<file path="src/rtl/rob_commit.sv">
// ============================================================================
// Module   : rob_commit
// Brief    : Reorder buffer with in-order retirement, one commit per cycle.
//            Optional macro ROB_WB_ERR_EN enables the sticky wb_err flag.
// Revision : 1.0 - initial release
// ============================================================================
`default_nettype none

module rob_commit #(
  parameter int DEPTH  = 8,
  parameter int DATA_W = 32,
  parameter int REG_W  = 5
) (
  input  logic                       clk,
  input  logic                       rst,
  input  logic                       flush,
  input  logic                       alloc_valid,
  input  logic [REG_W-1:0]           alloc_rd,
  output logic                       alloc_ready,
  output logic [$clog2(DEPTH)-1:0]   alloc_idx,
  input  logic                       wb_valid,
  input  logic [$clog2(DEPTH)-1:0]   wb_idx,
  input  logic [DATA_W-1:0]          wb_value,
  output logic                       commit_valid,
  output logic                       commit_we,
  output logic [REG_W-1:0]           commit_rd,
  output logic [DATA_W-1:0]          commit_value,
  output logic [$clog2(DEPTH)-1:0]   commit_idx,
  output logic [$clog2(DEPTH):0]     count,
  output logic                       empty,
  output logic                       wb_err
);

  localparam int c_idx_w = $clog2(DEPTH);
  localparam int c_cnt_w = c_idx_w + 1;

  logic [DEPTH-1:0]   r_busy;
  logic [DEPTH-1:0]   r_ready;
  logic [REG_W-1:0]   r_rd    [DEPTH];
  logic [DATA_W-1:0]  r_value [DEPTH];
  logic [c_idx_w-1:0] r_head;
  logic [c_idx_w-1:0] r_tail;
  logic [c_cnt_w-1:0] r_count;

  logic               r_commit_valid;
  logic [REG_W-1:0]   r_commit_rd;
  logic [DATA_W-1:0]  r_commit_value;
  logic [c_idx_w-1:0] r_commit_idx;

  logic w_full;
  logic w_alloc;
  logic w_commit;
  logic w_wb_hit;

  assign w_full   = (r_count == c_cnt_w'(DEPTH));
  assign w_alloc  = alloc_valid && !w_full;
  assign w_commit = r_busy[r_head] && r_ready[r_head];
  // A write-back aimed at the entry retiring this edge is discarded.
  assign w_wb_hit = wb_valid && r_busy[wb_idx] && !(w_commit && (wb_idx == r_head));

  always_ff @(posedge clk) begin
    if (rst || flush) begin
      r_busy         <= '0;
      r_ready        <= '0;
      r_head         <= '0;
      r_tail         <= '0;
      r_count        <= '0;
      r_commit_valid <= 1'b0;
    end else begin
      r_commit_valid <= w_commit;
      if (w_commit) begin
        r_busy[r_head]  <= 1'b0;
        r_ready[r_head] <= 1'b0;
        r_head          <= r_head + 1'b1;
      end
      if (w_alloc) begin
        r_busy[r_tail]  <= 1'b1;
        r_ready[r_tail] <= 1'b0;
        r_tail          <= r_tail + 1'b1;
      end
      if (w_wb_hit) begin
        r_ready[wb_idx] <= 1'b1;
      end
      r_count <= r_count + c_cnt_w'(w_alloc) - c_cnt_w'(w_commit);
    end
  end

  always_ff @(posedge clk) begin
    if (!rst && !flush) begin
      if (w_alloc) begin
        r_rd[r_tail] <= alloc_rd;
      end
      if (w_wb_hit) begin
        r_value[wb_idx] <= wb_value;
      end
    end
  end

  // Commit payload holds across flush; only rst clears it.
  always_ff @(posedge clk) begin
    if (rst) begin
      r_commit_rd    <= '0;
      r_commit_value <= '0;
      r_commit_idx   <= '0;
    end else if (!flush && w_commit) begin
      r_commit_rd    <= r_rd[r_head];
      r_commit_value <= r_value[r_head];
      r_commit_idx   <= r_head;
    end
  end

`ifdef ROB_WB_ERR_EN
  logic r_wb_err;

  always_ff @(posedge clk) begin
    if (rst || flush) begin
      r_wb_err <= 1'b0;
    end else if (wb_valid && (!r_busy[wb_idx] || r_ready[wb_idx])) begin
      r_wb_err <= 1'b1;
    end
  end

  assign wb_err = r_wb_err;
`else
  assign wb_err = 1'b0;
`endif

  assign alloc_ready  = !w_full;
  assign alloc_idx    = r_tail;
  assign count        = r_count;
  assign empty        = (r_count == '0);
  assign commit_valid = r_commit_valid;
  assign commit_we    = r_commit_valid && (r_commit_rd != '0);
  assign commit_rd    = r_commit_rd;
  assign commit_value = r_commit_value;
  assign commit_idx   = r_commit_idx;

endmodule

`default_nettype wire

</file>
<file path="config.mk">
export PLATFORM = sky130hd
export DESIGN_NAME = rob_commit
export DESIGN_NICKNAME = d
export VERILOG_FILES = /design/src/rtl/rob_commit.sv
export SDC_FILE = /design/constraint.sdc
export NUM_CORES = 1
export LEC_CHECK = 0
export CAP_MARGIN = 30
export CORE_ASPECT_RATIO = 0.9
export CORE_MARGIN = 2
export CORE_UTILIZATION = 45
export CTS_CLUSTER_SIZE = 14
export DETAILED_ROUTE_END_ITERATION = 8
export PLACE_DENSITY = 0.63
export SLEW_MARGIN = 20
export SYNTH_ARGS = -nofsm -noshare
export SYNTH_HDL_FRONTEND = slang
export SYNTH_SLANG_ARGS = --single-unit
</file>
<file path="constraint.sdc">
create_clock -name clk -period 5.3 [get_ports clk]
set_input_delay 0.795 -clock clk [delete_from_list [all_inputs] [get_ports clk]]
set_output_delay 0.795 -clock clk [all_outputs]
set_load 0.01 [all_outputs]
</file>
=== Word-level counts from Yosys, hierarchy flattened ===
Memory sizes are Yosys's and may differ from the RTL's. A register that Yosys moved wholly into a read port is not among the register bits.
Index checks and enable logic that the tools add are counted.
W data, S select, Z words.

* Add/sub/neg operators: 4
* Magnitude comparators: 6
* Eq/ne operators: 2
* Muxes and demuxes: 26
* Bitwise operators: 7
* Reduce and logical (&&, ||, !) cells: 18

{| class="wikitable"
|+ Operators by type and width
! cell !! number
|-
| $mux W8 || 8
|-
| $and A8 B8 Y8 || 3
|-
| $not A8 Y8 || 2
|-
| $or A8 B8 Y8 || 2
|-
| $lt A3 B4 Y1 const B || 3
|-
| $mux W1 || 12
|-
| $logic_and A1 B1 Y1 || 11
|-
| $bmux W1 S3 || 3
|-
| $demux W1 S3 || 3
|-
| $ge A3 B1 Y1 const B || 3
|-
| $add A3 B1 Y3 const B || 2
|-
| $reduce_bool A5 Y1 || 1
|-
| $add A4 B1 Y4 || 1
|-
| $eq A4 B4 Y1 const B || 1
|-
| $logic_not A1 Y1 || 4
|-
| $logic_not A4 Y1 || 1
|-
| $sub A4 B1 Y4 || 1
|-
| $eq A3 B3 Y1 || 1
|-
| $logic_or A1 B1 Y1 || 1
|}

* Flip-flop bits (word level): 30
* RAM bits: 296
* Input port bits: 45
* Logic and storage cells: 72
* Memories kept: 2

{| class="wikitable"
|+ Memories
! name !! depth !! width !! read ports !! clocked after memory_dff !! write ports !! line !! RTL
|-
| r_value || 8 || 32 || 1 || 1 || 1 || 40 || <nowiki>logic [DATA_W-1:0] r_value [DEPTH];</nowiki>
|-
| r_rd || 8 || 5 || 1 || 1 || 1 || 39 || <nowiki>logic [REG_W-1:0] r_rd [DEPTH];</nowiki>
|}

=== Depth between registers and ports, before layout ===
Gate-level depths: netlist (run 1).

* Depth after elaboration: 13
* Gate-level depth with buffers: 14
* Depth with buffers taken out: 12

=== Least setup slack after synthesis (run 1) ===
No wires, ideal clock.

* Path type: input to register
* Start: input wb_idx[2]
* End: memory r_value[3][0] (enable)
* Arrival: 4797 ps
* Required time: 4798 ps
* Path slack: 1 ps
* Stages on the path: 6
* Cell sequence: or2_2 clkbuf_1 o221ai_1 a21o_1 nand2_1 nor4_1

* Longest elaborated chain between the ends: 7
* Elaborated cells between the ends (all ways): 10
* Classes of those cells: eq/ne (1); mux (5); reduce/logical (4)

{| class="wikitable"
|+ Ends and longest elaborated chain
! what !! line !! RTL
|-
| start: declaration || 22 || <nowiki>input logic [$clog2(DEPTH)-1:0] wb_idx,</nowiki>
|-
| $bmux W1 S3 or $eq A3 B3 Y1 (tied branches) || 59 || <nowiki>assign w_wb_hit = wb_valid && r_busy[wb_idx] && !(w_commit && (wb_idx == r_head));</nowiki>
|-
| $mux W1 (implied by the code) or $logic_and A1 B1 Y1 (tied branches) || 59 ||
|-
| $logic_and A1 B1 Y1 or $logic_not A1 Y1 (tied branches) || 59 ||
|-
| $logic_and A1 B1 Y1 || 59 ||
|-
| $mux W1 || 93 || <nowiki>if (w_wb_hit) begin</nowiki>
|-
| $mux W1 || 89 || <nowiki>if (!rst && !flush) begin</nowiki>
|-
| $mux W1 (implied by the code) || 94 || <nowiki>r_value[wb_idx] <= wb_value;</nowiki>
|-
| end: declaration || 40 ||
|}

Parallel ways exist; a longest one is shown, timed or not. The select of a mux whose other input is x is not followed.

=== Final worst setup path (run 1) ===
* Start: register r_head[2]
* End: memory r_value[7][6] (enable)

* Longest elaborated chain between the ends: 9
* Elaborated cells between the ends (all ways): 12
* Classes of those cells: eq/ne (1); mux (7); reduce/logical (4)

{| class="wikitable"
|+ Ends and longest elaborated chain
! what !! line !! RTL
|-
| start: declaration || 41 || <nowiki>logic [c_idx_w-1:0] r_head;</nowiki>
|-
| start signal: assignment || 74 || <nowiki>r_head <= r_head + 1'b1;</nowiki>
|-
| $bmux W1 S3 || 57 || <nowiki>assign w_commit = r_busy[r_head] && r_ready[r_head];</nowiki>
|-
| $mux W1 (implied by the code) || 57 ||
|-
| $logic_and A1 B1 Y1 || 57 ||
|-
| $logic_and A1 B1 Y1 * || 59 ||
|-
| $logic_not A1 Y1 * || 59 ||
|-
| $logic_and A1 B1 Y1 * || 59 ||
|-
| $mux W1 * || 93 ||
|-
| $mux W1 * || 89 ||
|-
| $mux W1 (implied by the code) * || 94 ||
|}

Every way passes the cells marked *; elsewhere a longest branch is shown, timed or not. The select of a mux whose other input is x is not followed.

==> results of run 1 <==
## worst reg2reg max path: stages (launching register included)
cell and delay (ns):
dfxtp_2 0.74, inv_2 0.48, mux4_2 0.56, and2_1 0.26
o2111ai_2 0.33, nor2_4 0.61, buf_4 0.38
## flip-flops by register name, indices dropped and copies added (netlist names)
name,cells
r_busy,8
commit_valid,1
commit_idx,3
r_head,3
r_rd,40
count,4
commit_rd,5
r_value,256
commit_value,32
alloc_idx,3
r_ready,8
## cells by family after synthesis
| logic type | Yosys count | synth area share |
|---|---|---|
| buf+inv | 87 | 0.0281 |
| xor+xnor | 9 | 0.00540 |
| compound gates | 226 | 0.118 |
| fa+ha+maj | 9 | 0.00823 |
| other cells | 1 | 0.000257 |
| simple gates | 160 | 0.0477 |
| flops | 363 | 0.701 |
| mux | 122 | 0.0910 |
## metrics by stage
stage,hold WS (ns),power (µW)
after floorplan,0.442,3190
after global placement,0.457,3270
after detailed placement,0.466,3280
after CTS,0.474,5940
after global routing,0.498,6070
final,0.477,5890
## worst min-delay path by stage
stage | endpoint | start
3_5_place_dp | r_busy[2]$_SDFF_PN0_ | r_busy[2]$_SDFF_PN0_
5_1_grt | r_busy[2]$_SDFF_PN0_ | r_busy[2]$_SDFF_PN0_
4_1_cts | r_busy[2]$_SDFF_PN0_ | r_busy[2]$_SDFF_PN0_
2_1_floorplan | r_busy[2]$_SDFF_PN0_ | r_busy[2]$_SDFF_PN0_
3_3_place_gp | r_busy[2]$_SDFF_PN0_ | r_busy[2]$_SDFF_PN0_
6_report | r_busy[2]$_SDFF_PN0_ | r_busy[2]$_SDFF_PN0_
## metal layers
metal  share of wire  vias up  routed length, µm
met3           0.054       29               1760
met5               0        -                  0
met1            0.48     4252              15800
met2            0.45      231              14900
met4           0.010        0                335
li1                -     3954                  -
## area by class of cell
cell class	instances	area (µm²)	share of cell area
Multi-Input combinational cell	527	4010	0.233
Sequential cell	363	10200	0.594
Timing Repair Buffer	116	1140	0.0659
Inverter	18	67.6	0.00392
Tap cell	416	520	0.0302
Clock buffer	56	1110	0.0645
Antenna cell	1	2.50	0.000145
Clock inverter	14	155	0.00900
## placed cells by master, fill, tap and decap left out, types with 8 or more instances in the layout
cell | synthesis | layout
mux2_2 | 26 | 26
ha_1 | 8 | 8
nor2_1 | 85 | 82
o22ai_1 | 30 | 30
buf_4 | 3 | 19
clkdlybuf4s50_1 | 0 | 94
a211oi_1 | 40 | 40
a22oi_1 | 25 | 25
nand2_1 | 37 | 37
a211oi_2 | 37 | 37
a21oi_1 | 39 | 39
inv_1 | 17 | 17
edfxtp_1 | 296 | 296
clkbuf_16 | 0 | 41
clkbuf_1 | 39 | 12
dfxtp_1 | 67 | 64
mux2i_1 | 90 | 90
o21ai_0 | 25 | 25
## power groups by stage
stage | sequential, µW | clock (µW) | combinational, µW
2_1_floorplan | 3150 | 0 | 39.3
3_3_place_gp | 3150 | 0 | 121
3_5_place_dp | 3150 | 0 | 124
4_1_cts | 3090 | 2720 | 125
5_1_grt | 3090 | 2850 | 135
6_report | 3090 | 2670 | 124
==> run summary, run 1 <==
CTS max path bufs -> 3
Worst VDD drop -> 0.212 mV
Avg Synthesized Cell Area -> 14.9 µm²
Crit path max fanout -> 30
P_sw -> 1140 µW
# port buffers -> 95
Leakage -> 0.00518 µW
RSZ-0062 raised after global routing -> no
Critical path, cell by cell -> inv_2 > mux4_2 > and2_1 > o2111ai_2 > nor2_4 > buf_4
First-pass GRT wire length -> 50.7 mm
Clock share of power -> 0.454
Switching Fraction -> 0.194
Crit path required time -> 5.50 ns
Pint -> 4740 µW
Slew headroom -> 0.422
Crit path time final -> 3.66 ns
Post-Syn Nets -> 1031
Synth Instances -> 977
Die width -> 194 µm
Slowest CP cell -> dfxtp_2
Via density -> 5.60
Crit path DAT -> 3.86 ns
Final Util -> 0.540
Hold Buf Count CTS -> 0
Slew @ Worst Pin -> 0.868 ns
CTS Buf Count -> 38
Distinct cells, synth -> 60
GRT Overall Usage -> 0.194
Total clock sinks -> 363
Initial antenna violation count -> 1
Largest cells by area after synthesis -> edfxtp_1 (61%), dfxtp_1 (9.2%), mux2i_1 (6.2%)
Die Y -> 175 µm
CTS resizes -> 0
Site row count -> 62
Vias in the first global route -> 8399
Root Buffer -> clkbuf_16
Nature of the critical path startpoint -> register
# H-tree levels -> 2
I/O pins -> 97
Max cap viols -> 0
Post-synth top flop -> edfxtp_1
End point of the critical path -> r_value[7][6]$_DFFE_PP_
Violation count after the first detailed-routing iteration -> 710
R2R Setup Slk -> 1.64 ns
Worst path max stage delay -> 0.74 ns
Setup crit start -> r_head[2]$_SDFFE_PN0N_
Drt first pass iters -> 5
Post-Layout Cell Count -> 1511
Final total negative setup slack -> 0 ns
Post-DR wirelength/cell -> 21.7 µm
Final clock skew -> 0.0316 ns
Nets -> 1118
Area growth from synthesis to layout -> 18.2%
CP Depth -> 6
ANT nets after route -> 0
Cell Area, Placed -> 16000 µm²
Yosys warnings -> 0
M3 GR Usage -> 0.0345
F_max -> 0.273 GHz
Critical path endpoint category -> register
Status -> finished, final reports clean
Post-route cell area -> 17200 µm²
Fin. Hold Viols -> 0
Logic pwr share -> 0.021
EDFF count, synth -> 296
Reg clk slew, reported paths -> 0.06 ns
Worst reg2reg path depth -> 6
Hold path depth -> 2
Pins Over Slew Limit -> 0
Routed WL -> 32.8 mm
CP bufs+invs -> 2
CTS tree -> yes
Largest net degree at the start of global routing -> 53
Crit-path leading delay family -> simple AND/OR/NAND/NOR gates
Part of the power in registers -> 0.525
R2R Path End -> r_value[7][6]$_DFFE_PP_
GRT met1 Usage -> 0.293
Drt drc -> 0
Area leader, netlist -> edfxtp_1
HP Class -> register to register
Post-Syn Area -> 14600 µm²
Core area -> 32000 µm²
Asr flop ratio synth -> 0
Met2 usage -> 0.297
Most used routing layer -> met2
GP Congestion -> 0.880
P per Cell Area -> 341 nW/µm²
Layout cells sized above 1 -> 0.154
Register area share after synthesis -> 0.701
Setup-failing EPs final -> 0
Setup Fix Bufs, Post-CTS -> 0
Synth top cells by count -> edfxtp_1 (296), mux2i_1 (90), nor2_1 (85), dfxtp_1 (67), a211oi_1 (40)
GR Overflow Total -> 0
Crit path kind -> register to register
FF-to-FF Start -> r_head[2]$_SDFFE_PN0N_
Top-count cell post-synth -> edfxtp_1
Filler cells -> 2620
Die footprint -> 33900 µm²
# placed instances -> 1440
Vias -> 8466
Worst skew pair latency -> 0.53 ns
Synthesized flop and latch total -> 363
Pre-CTS setup slack -> 1.46 ns
Top cell type's share of synthesized area -> 0.609
Period Utilization, post-route -> 0.690
Starting Density -> 0.457
Worst setup margin -> 1.64 ns
Dpl hpwl -> 19.9 mm
No activity file was read; power rests on OpenSTA's default activity.
==> run 2: changes to the inputs <==
==> constraint.sdc (replaced) <==
create_clock -name clk -period 3.2 [get_ports clk]
set_input_delay 0.48 -clock clk [delete_from_list [all_inputs] [get_ports clk]]
set_output_delay 0.48 -clock clk [all_outputs]
set_load 0.01 [all_outputs]
==> run summary, run 2 (synthesized netlist as in run 1, its figures left out) <==
Status -> finished, final reports clean (unchanged)
Vias in the first global route -> 8405 (was 8399)
CTS tree -> yes (unchanged)
# port buffers -> 95 (unchanged)
GR Overflow Total -> 0 (unchanged)
Reg clk slew, reported paths -> 0.06 ns (about the same)
CP bufs+invs -> 2 (unchanged)
Critical path endpoint category -> register (unchanged)
Top reg by flops -> r_value (unchanged)
Dpl hpwl -> 19.7 mm (was 19.9 mm)
Worst path max stage delay -> 0.56 ns (was 0.74 ns)
FF-to-FF Start -> r_head[0]$_SDFFE_PN0N_ (was r_head[2]$_SDFFE_PN0N_)
Nature of the critical path startpoint -> register (unchanged)
Max cap viols -> 0 (unchanged)
Nets -> 1139 (was 1118)
Setup crit start -> r_head[0]$_SDFFE_PN0N_ (was r_head[2]$_SDFFE_PN0N_)
P per Cell Area -> 557 nW/µm² (was 341 nW/µm²)
Most frequent CP cell -> buf_4
Area growth from synthesis to layout -> 20.1% (was 18.2%)
Vias -> 8393 (was 8466)
Starting Density -> 0.457 (unchanged)
Crit path DAT -> 2.94 ns (was 3.86 ns)
ANT nets after route -> 0 (unchanged)
Most common cell after layout, fill and taps aside -> edfxtp_1 (unchanged)
Total clock sinks -> 363 (unchanged)
Fin. Hold Viols -> 0 (unchanged)
Slew headroom -> 0.408 (was 0.422)
# H-tree levels -> 2 (unchanged)
F_max -> 0.367 GHz (was 0.273 GHz)
# placed instances -> 1461 (was 1440)
CTS Buf Count -> 38 (unchanged)
Critical path, cell by cell -> mux4_2 > mux2i_4 > or4_1 > nor2_2 > buf_4 > nor4_4 > buf_4 (was inv_2 > mux4_2 > and2_1 > o2111ai_2 > nor2_4 > buf_4)
GP Congestion -> 0.866 (was 0.880)
Most frequent cells in the layout -> edfxtp_1 (296), clkdlybuf4s50_1 (94), mux2i_1 (90) (unchanged)
HP Class -> input pin to register (was register to register)
R2R Setup Slk -> 0.47 ns (was 1.64 ns)
Site row count -> 62 (unchanged)
Worst VDD drop -> 0.385 mV (was 0.212 mV)
Filler cells -> 2612 (was 2620)
Die width -> 194 µm (unchanged)
Pins Over Slew Limit -> 0 (unchanged)
R2R Path End -> r_value[0][19]$_DFFE_PP_ (was r_value[7][6]$_DFFE_PP_)
First-pass GRT wire length -> 50.5 mm (was 50.7 mm)
Drt first pass iters -> 5 (unchanged)
Setup-failing EPs final -> 0 (unchanged)
Crit path required time -> 3.41 ns (was 5.50 ns)
Violation count after the first detailed-routing iteration -> 672 (was 710)
Leakage -> 0.00530 µW (was 0.00518 µW)
End point of the critical path -> r_value[0][19]$_DFFE_PP_ (was r_value[7][6]$_DFFE_PP_)
Max FFs per register -> 256 (unchanged)
Inserted Diodes -> 0 (was 1)
Setup Fix Bufs, Post-CTS -> 0 (unchanged)
CTS resizes -> 0 (unchanged)
Post-Layout Cell Count -> 1530 (was 1511)
Drt drc -> 0 (unchanged)
I/O pins -> 97 (unchanged)
Hold Buf Count CTS -> 0 (unchanged)
CTS max path bufs -> 3 (unchanged)
Worst skew pair latency -> 0.52 ns (was 0.53 ns)
Period Utilization, post-route -> 0.852 (was 0.690)
Die footprint -> 33900 µm² (unchanged)
Post-DR wirelength/cell -> 21.3 µm (was 21.7 µm)
Crit-path leading delay family -> multiplexers (was simple AND/OR/NAND/NOR gates)
Layout cells sized above 1 -> 0.167 (was 0.154)
CP Depth -> 7 (was 6)
Crit path kind -> register to register (unchanged)
RSZ-0062 raised after global routing -> no (unchanged)
Routed WL -> 32.6 mm (was 32.8 mm)
Die Y -> 175 µm (unchanged)
Hold Worst Slack -> 0.435 ns (was 0.477 ns)
Worst reg2reg path depth -> 7 (was 6)
Crit path max fanout -> 11 (was 30)
Slew @ Worst Pin -> 0.887 ns (was 0.868 ns)
GRT Overall Usage -> 0.193 (was 0.194)
Crit path time final -> 2.73 ns (was 3.66 ns)
Root Buffer -> clkbuf_16 (unchanged)
Slowest CP cell -> mux4_2 (was dfxtp_2)
Core area -> 32000 µm² (unchanged)
Initial antenna violation count -> 0 (was 1)
Largest net degree at the start of global routing -> 92 (was 53)
Final clock skew -> 0.0168 ns (was 0.0316 ns)
Via density -> 5.49 (was 5.60)
-- run 2: routing by layer --
metal / GRT usage / routed length [µm]
met1: 0.285 / 15800
met2: 0.295 / 14600
met3: 0.0351 / 1520
met4: 0.0521 / 664
met5: 0 / 0
-- run 2: final cells by class --
| cell class | count | area (µm²) | area share |
|---|---|---|---|
| multi-input cells | 527 | 4050 | 0.231 |
| clock inverters | 20 | 224 | 0.0128 |
| inverters | 18 | 67.6 | 0.00386 |
| repair buffers | 137 | 1400 | 0.0798 |
| flip-flops and latches | 363 | 10200 | 0.584 |
| well taps | 416 | 520 | 0.0297 |
| clock buffers | 49 | 1020 | 0.0584 |
-- run 2: worst min path at each step --
stage / slack, ns / to / cells past startpoint / start
after floorplan: 0.44 / r_busy[2]$_SDFF_PN0_ / 2 / r_busy[2]$_SDFF_PN0_
after global placement: 0.46 / r_busy[2]$_SDFF_PN0_ / 2 / r_busy[2]$_SDFF_PN0_
after detailed placement: 0.47 / commit_idx[2]$_SDFFE_PP0P_ / 2 / commit_idx[2]$_SDFFE_PP0P_
after CTS: 0.44 / commit_value[6]$_SDFFE_PP0P_ / 3 / rst
after global routing: 0.47 / commit_value[26]$_SDFFE_PP0P_ / 3 / rst
final: 0.43 / commit_value[6]$_SDFFE_PP0P_ / 3 / rst
-- run 2: stage by stage --
step | utilization | setup WS (ns) | power [µW] | TNS, ns | area [µm²]
floorplan | - | -0.646 | 5290 | -103.43 | 14600
global placement | 0.509 | 0.144 | 5430 | 0 | 16300
detailed placement | 0.509 | 0.133 | 5440 | 0 | 16300
CTS | 0.548 | 0.425 | 9840 | 0 | 17500
global route | 0.548 | 0.296 | 10000 | 0 | 17500
finish | 0.548 | 0.475 | 9750 | 0 | 17500
-- run 2: where the power goes --
| group | total (µW) | leakage [µW] | internal (µW) | switching, µW |
|---|---|---|---|---|
| Clock | 4420 | 0.000612 | 2660 | 1750 |
| Sequential | 5120 | 0.00320 | 5110 | 6.86 |
| Combinational | 218 | 0.00149 | 84.2 | 134 |
-- run 2: tightest hold or removal path: stages --
cell	delay (ns)
buf_2	0.13
buf_4	0.24
a211oi_2	0.05
